===== src/rtl/id_ex_operand_stage.sv =====
// ID/EX pipeline register with operand select and forwarding.
//
// Each cycle the decode-stage fields are captured into the EX slot. The slot's
// rs1/rs2 indices are checked against the EX/MEM and MEM/WB destinations to
// forward newer results into the ALU operands and the store data. A load in EX
// whose destination is read by the instruction in ID raises load_use_hold. A
// bubble then replaces that instruction for one cycle.
//
// Ports:
//   clk, reset_n                  clock, asynchronous active-low reset
//   id_*                          decoded instruction fields from ID
//   stall                         hold the EX slot unchanged
//   flush                         squash the EX slot (wins over stall)
//   exmem_*, memwb_*              writeback info used for forwarding
//   load_use_hold                 decode and fetch must hold this cycle
//   ex_valid/pc/rd/opcode/funct*  registered slot fields
//   alu_in1, alu_in2              selected, forwarded ALU operands
//   ex_store_data                 forwarded rs2 for stores
//   ex_reg_write/mem_read/write   registered control bits
module id_ex_operand_stage #(
    parameter int unsigned XLEN = 32,
    parameter int unsigned REGW = 5
) (
    input  logic            clk,
    input  logic            reset_n,
    input  logic            id_valid,
    input  logic [XLEN-1:0] id_pc,
    input  logic [XLEN-1:0] id_rs1_data,
    input  logic [XLEN-1:0] id_rs2_data,
    input  logic [XLEN-1:0] id_imm,
    input  logic [REGW-1:0] id_rs1,
    input  logic [REGW-1:0] id_rs2,
    input  logic [REGW-1:0] id_rd,
    input  logic [6:0]      id_opcode,
    input  logic [2:0]      id_funct3,
    input  logic [6:0]      id_funct7,
    input  logic            id_reg_write,
    input  logic            id_mem_read,
    input  logic            id_mem_write,
    input  logic            stall,
    input  logic            flush,
    input  logic            exmem_reg_write,
    input  logic [REGW-1:0] exmem_rd,
    input  logic [XLEN-1:0] exmem_result,
    input  logic            memwb_reg_write,
    input  logic [REGW-1:0] memwb_rd,
    input  logic [XLEN-1:0] memwb_result,
    output logic            load_use_hold,
    output logic            ex_valid,
    output logic [XLEN-1:0] ex_pc,
    output logic [REGW-1:0] ex_rd,
    output logic [6:0]      ex_opcode,
    output logic [2:0]      ex_funct3,
    output logic [6:0]      ex_funct7,
    output logic [XLEN-1:0] alu_in1,
    output logic [XLEN-1:0] alu_in2,
    output logic [XLEN-1:0] ex_store_data,
    output logic            ex_reg_write,
    output logic            ex_mem_read,
    output logic            ex_mem_write
);

    localparam logic [6:0] OpRType = 7'b0110011;
    localparam logic [6:0] OpIAlu  = 7'b0010011;
    localparam logic [6:0] OpLoad  = 7'b0000011;
    localparam logic [6:0] OpStore = 7'b0100011;
    localparam logic [6:0] OpBranch = 7'b1100011;
    localparam logic [6:0] OpJalr  = 7'b1100111;
    localparam logic [6:0] OpJal   = 7'b1101111;

    typedef struct packed {
        logic            valid;
        logic [XLEN-1:0] pc;
        logic [XLEN-1:0] rs1_data;
        logic [XLEN-1:0] rs2_data;
        logic [XLEN-1:0] imm;
        logic [REGW-1:0] rs1;
        logic [REGW-1:0] rs2;
        logic [REGW-1:0] rd;
        logic [6:0]      opcode;
        logic [2:0]      funct3;
        logic [6:0]      funct7;
        logic            reg_write;
        logic            mem_read;
        logic            mem_write;
    } slot_t;

    slot_t slot_q, slot_d, id_slot;
    logic  id_uses_rs1, id_uses_rs2;
    logic  [XLEN-1:0] fwd_rs1, fwd_rs2;

    // Decode-side view of which source registers the ID instruction reads.
    always_comb begin
        id_uses_rs1 = (id_opcode != OpJal);
        id_uses_rs2 = (id_opcode == OpRType) || (id_opcode == OpStore) ||
                      (id_opcode == OpBranch);
    end

    // A load's data is not available for forwarding until it reaches MEM/WB,
    // so a dependent instruction directly behind it must wait one cycle.
    always_comb begin
        load_use_hold = 1'b0;
        if (!flush && slot_q.valid && slot_q.mem_read && (slot_q.rd != '0) && id_valid) begin
            load_use_hold = (id_uses_rs1 && (id_rs1 == slot_q.rd)) ||
                            (id_uses_rs2 && (id_rs2 == slot_q.rd));
        end
    end

    always_comb begin
        id_slot.valid     = id_valid;
        id_slot.pc        = id_pc;
        id_slot.rs1_data  = id_rs1_data;
        id_slot.rs2_data  = id_rs2_data;
        id_slot.imm       = id_imm;
        id_slot.rs1       = id_rs1;
        id_slot.rs2       = id_rs2;
        id_slot.rd        = id_rd;
        id_slot.opcode    = id_opcode;
        id_slot.funct3    = id_funct3;
        id_slot.funct7    = id_funct7;
        id_slot.reg_write = id_reg_write;
        id_slot.mem_read  = id_mem_read;
        id_slot.mem_write = id_mem_write;
    end

    // Flush outranks stall so a squashed slot cannot survive a held pipeline.
    always_comb begin
        slot_d = slot_q;
        if (flush) begin
            slot_d = '0;
        end else if (stall) begin
            slot_d = slot_q;
        end else if (load_use_hold) begin
            slot_d = '0;
        end else begin
            slot_d = id_slot;
        end
    end

    always_ff @(posedge clk or negedge reset_n) begin
        if (!reset_n) begin
            slot_q <= '0;
        end else begin
            slot_q <= slot_d;
        end
    end

    // EX/MEM holds the newer value, so it beats MEM/WB; x0 is never forwarded.
    function automatic logic [XLEN-1:0] forward(
        input logic [REGW-1:0] idx,
        input logic [XLEN-1:0] rf_data,
        input logic            em_we,
        input logic [REGW-1:0] em_rd,
        input logic [XLEN-1:0] em_res,
        input logic            mw_we,
        input logic [REGW-1:0] mw_rd,
        input logic [XLEN-1:0] mw_res
    );
        if (em_we && (em_rd != '0) && (em_rd == idx)) begin
            return em_res;
        end else if (mw_we && (mw_rd != '0) && (mw_rd == idx)) begin
            return mw_res;
        end
        return rf_data;
    endfunction

    always_comb begin
        fwd_rs1 = forward(slot_q.rs1, slot_q.rs1_data, exmem_reg_write, exmem_rd, exmem_result,
                          memwb_reg_write, memwb_rd, memwb_result);
        fwd_rs2 = forward(slot_q.rs2, slot_q.rs2_data, exmem_reg_write, exmem_rd, exmem_result,
                          memwb_reg_write, memwb_rd, memwb_result);
    end

    always_comb begin
        alu_in1 = '0;
        alu_in2 = '0;
        case (slot_q.opcode)
            OpRType, OpBranch: begin
                alu_in1 = fwd_rs1;
                alu_in2 = fwd_rs2;
            end
            OpIAlu, OpLoad, OpStore, OpJalr: begin
                alu_in1 = fwd_rs1;
                alu_in2 = slot_q.imm;
            end
            OpJal: begin
                alu_in1 = slot_q.pc;
                alu_in2 = slot_q.imm;
            end
            default: begin
                alu_in1 = '0;
                alu_in2 = '0;
            end
        endcase
    end

    assign ex_store_data = fwd_rs2;
    assign ex_valid      = slot_q.valid;
    assign ex_pc         = slot_q.pc;
    assign ex_rd         = slot_q.rd;
    assign ex_opcode     = slot_q.opcode;
    assign ex_funct3     = slot_q.funct3;
    assign ex_funct7     = slot_q.funct7;
    assign ex_reg_write  = slot_q.reg_write;
    assign ex_mem_read   = slot_q.mem_read;
    assign ex_mem_write  = slot_q.mem_write;

endmodule


===== config.mk =====
export PLATFORM = sky130hd
export DESIGN_NAME = id_ex_operand_stage
export DESIGN_NICKNAME = d
export VERILOG_FILES = /design/src/rtl/id_ex_operand_stage.sv
export SDC_FILE = /design/constraint.sdc
export NUM_CORES = 1
export LEC_CHECK = 0
export BUFFER_PORTS_ARGS = -buffer_cell sky130_fd_sc_hd__buf_2
export CAP_MARGIN = 10
export CORE_AREA = 4 4 153 155
export CTS_BUF_LIST = sky130_fd_sc_hd__clkbuf_4 sky130_fd_sc_hd__clkbuf_8
export DETAILED_ROUTE_END_ITERATION = 10
export DIE_AREA = 0 0 157 159
export HOLD_SLACK_MARGIN = 0.05
export PLACE_DENSITY = 0.72
export SLEW_MARGIN = 20
export SYNTH_ARGS = -nofsm -noshare
export SYNTH_HDL_FRONTEND = slang
export SYNTH_SLANG_ARGS = --single-unit

===== constraint.sdc =====
create_clock -name clk -period 4.85 [get_ports clk]
set_clock_uncertainty 0.1 [all_clocks]
set_input_delay 0.485 -clock clk [delete_from_list [all_inputs] [get_ports clk]]
set_output_delay 0.485 -clock clk [all_outputs]
set_load 0.02 [all_outputs]

==> flow_summary.ini <==
[die]
die_h_um = 159
fp.coreArea_um2 = 21800
placementRows = 54
die_area_um2 = 25000
die_w_um = 157
start_util_pct = 42.4
io_pins = 399

[synthesis]
synth_seq_cells = 164
muxShareOfSynthArea_pct = 3.46
seq_area_frac_synth_pct = 44.3
yosys.area_share.simple_pct = 7.40
synth_top_family_by_area = compound AO/OA/AOI/OAI gates
synth_commonest_cells = 164 x a32o_1, 164 x dfrtp_1, 63 x nand2_1
synth_edf_count = 0
yosys_warnings = 0
yosysTopAreaCell = dfrtp_1
async_flop_share_pct = 100
synth_top_area_share_pct = 44.3
synth_area_leaders = dfrtp_1 44%, a32o_1 18%, buf_4 4.5%
synth-compound-area-share_pct = 30.9
synthAdderAreaFrac_pct = 0
synth-xor-area-share_pct = 2.84
synth_nets = 1144
syn-instance-count = 900
netlist_area_um2 = 9260
syn_avg_cell_area_um2 = 10.3
synth_ff_type = dfrtp_1
synth.distinct_cells = 37

[clock_tree]
post_cts_buffers = 0
ctsResizeCount = 0
insertion_delay_ns = 0.46
cts_tree = done
cts_sinks = 164
cts_root_buffer = clkbuf_8
h-tree-depth = 4
cts_buffers = 17
cts_buffer_depth = 2
holdBufCountCts = 1
clk_pin_slew_ns = 0.10

[routing]
drt-initial-drc-count = 1072
vias_per_cell = 6.19
vias = 9210
wl_per_cell_um = 25.3
firstDrtPassIters = 6
ant_nets = 0
drc_errors = 0
wirelength_mm = 37.6

[placed_design]
hpwl_mm = 27.8
place.gp.congestion = 0.932
post_dp_cell_area_um2 = 11000
place_inst = 1450
port_buffers = 398

[grt]
grt_max_degree = 91
grt_pass1_wl_mm = 55.9
grt_overflow = 0
global_route.usage.total_pct = 28.9
grt_pass1_vias = 9102
antenna_found_initial = 8

[timing]
setup_violations = 0
rsz0062_at_grt = false
hold_viol_final = 0
slew_viol_final = 0
max_slew.worst_pin.slew_ns = 0.994
final.setup.tns_ns = 0
finalCritPeriodShare_pct = 81.1
post-route-min-period_ns = 3.93
maxSlewHeadroom_pct = 33.5
max_freq_ghz = 0.254

[setup_path]
rrSetupSlack_ns = 1.60
crit_slowest_cell = nand4_1
r2r_cells = 5
crit_arrival_ns = 3.35
cp.required_ns = 4.26
cp_top_family = simple AND/OR/NAND/NOR gates
critPathMaxStageDelay_ns = 0.79
path_class = register to primary output
crit_buf_inv = 2
r2r-start = ex_rd[1]
critical_path.cell_chain = nand3b_1 -> o21ai_0 -> nand4_1 -> buf_4 -> o31ai_1 -> buf_2
worstPathMaxFanout = 17
worstSetupEndpointType = primary output
regToRegEndpoint = slot_q[96]
cp-start-kind = register

[worst_hold_path]
min_path_type = input port to register
min_path_cells = 2
hold_start = id_reg_write
holdPathEnd = ex_reg_write

[final_layout]
final_cell_area_um2 = 11400
drive_gt1_share_pct = 38.3
final_cells = 1489
final_core_util_pct = 52.1
area_delta_synth_final_pct = 22.7
fin_nets = 1434
fillers = 2055

[power_and_ir_drop]
vdd_ir_drop_max_mv = 0.169
p_leak_nw = 5.56
total_power_w = 0.00306
p_per_area_nw_per_um2 = 269

[outcome]
outcome = finished clean

[job]
maxCapViolations = 0
## worst register-to-register path, cell delays in order, from the launching register on
cell and delay (ns):
dfrtp_1 0.46, or4_1 0.53, nor2_1 0.14, a211o_4 0.74, buf_4 0.85, a32o_1 0.36
## state kept, by name (all words and copies together) (netlist names)
register      count
ex_rd             5
ex_reg_write      1
ex_mem_write      1
ex_pc            32
ex_funct3         3
ex_funct7         7
ex_valid          1
slot_q          106
ex_opcode         7
ex_mem_read       1
## layer usage
layer  part of all wire [%]  vias to the layer above  GRT usage [%]
met4                    2.9                        4           8.64
li1                       -                     4014              -
met3                    8.8                       82           6.36
met1                     43                     4588           41.4
met2                     45                      522           44.0
met5                  0.064                        -              0
## cell families after synthesis
| group | count (synthesis) |
|---|---|
| AOI/OAI and AO/OA | 331 |
| xor gates and xnor gates | 30 |
| buffers and inverters | 185 |
| DFF | 164 |
| muxes | 32 |
| and+or+nand+nor | 158 |
## per-stage QoR
step                hold WS, ns  setup WS, ns
floorplan                0.0894          2.01
global placement          0.367          1.32
detailed placement        0.377          1.31
CTS                       0.125         0.889
global route              0.129         0.695
finish                    0.155         0.915
## where the power goes
part / switching (W) / internal [W] / leakage (nW)
Clock: 0.000560 / 0.000441 / 0.189
Combinational: 0.000327 / 0.000227 / 3.19
Sequential: 0.0000631 / 0.00144 / 2.18
## cell type report
type | count | area [µm²] | share of cell area, %
Inverter | 35 | 131 | 1.16
Clock buffer | 20 | 263 | 2.31
Antenna cell | 6 | 15.0 | 0.132
Sequential cell | 164 | 4100 | 36.1
Clock inverter | 12 | 121 | 1.07
Tap cell | 280 | 350 | 3.08
Multi-Input combinational cell | 551 | 4200 | 37.0
Timing Repair Buffer | 421 | 2170 | 19.1
## layout by cell type (no fill, tap or decap), drive strengths merged, types with 4 or more instances in the layout
master	count
buf	420
a32o	164
dfrtp	164
nand2	63
nor2	61
a21oi	39
inv	39
mux2i	32
o221ai	32
a211oi	27
a21boi	25
o31ai	25
clkbuf	20
xnor2	18
xor2	12
a211o	8
and3	7
a22o	7
diode	6
nand3	5
or4	5
clkinv	4
nor4	4
## worst max-delay path by stage
stage | startpoint | endpoint | slack, ns | cells past startpoint
finish | ex_opcode[4] | alu_in1[24] | 0.92 | 6
CTS | ex_opcode[4] | alu_in1[24] | 0.89 | 6
global route | ex_opcode[4] | alu_in1[24] | 0.70 | 6
global placement | memwb_rd[4] | alu_in1[24] | 1.32 | 9
floorplan | exmem_rd[1] | alu_in1[10] | 2.01 | 7
detailed placement | memwb_rd[4] | alu_in1[24] | 1.31 | 9
(Power assumes the default switching activity.)
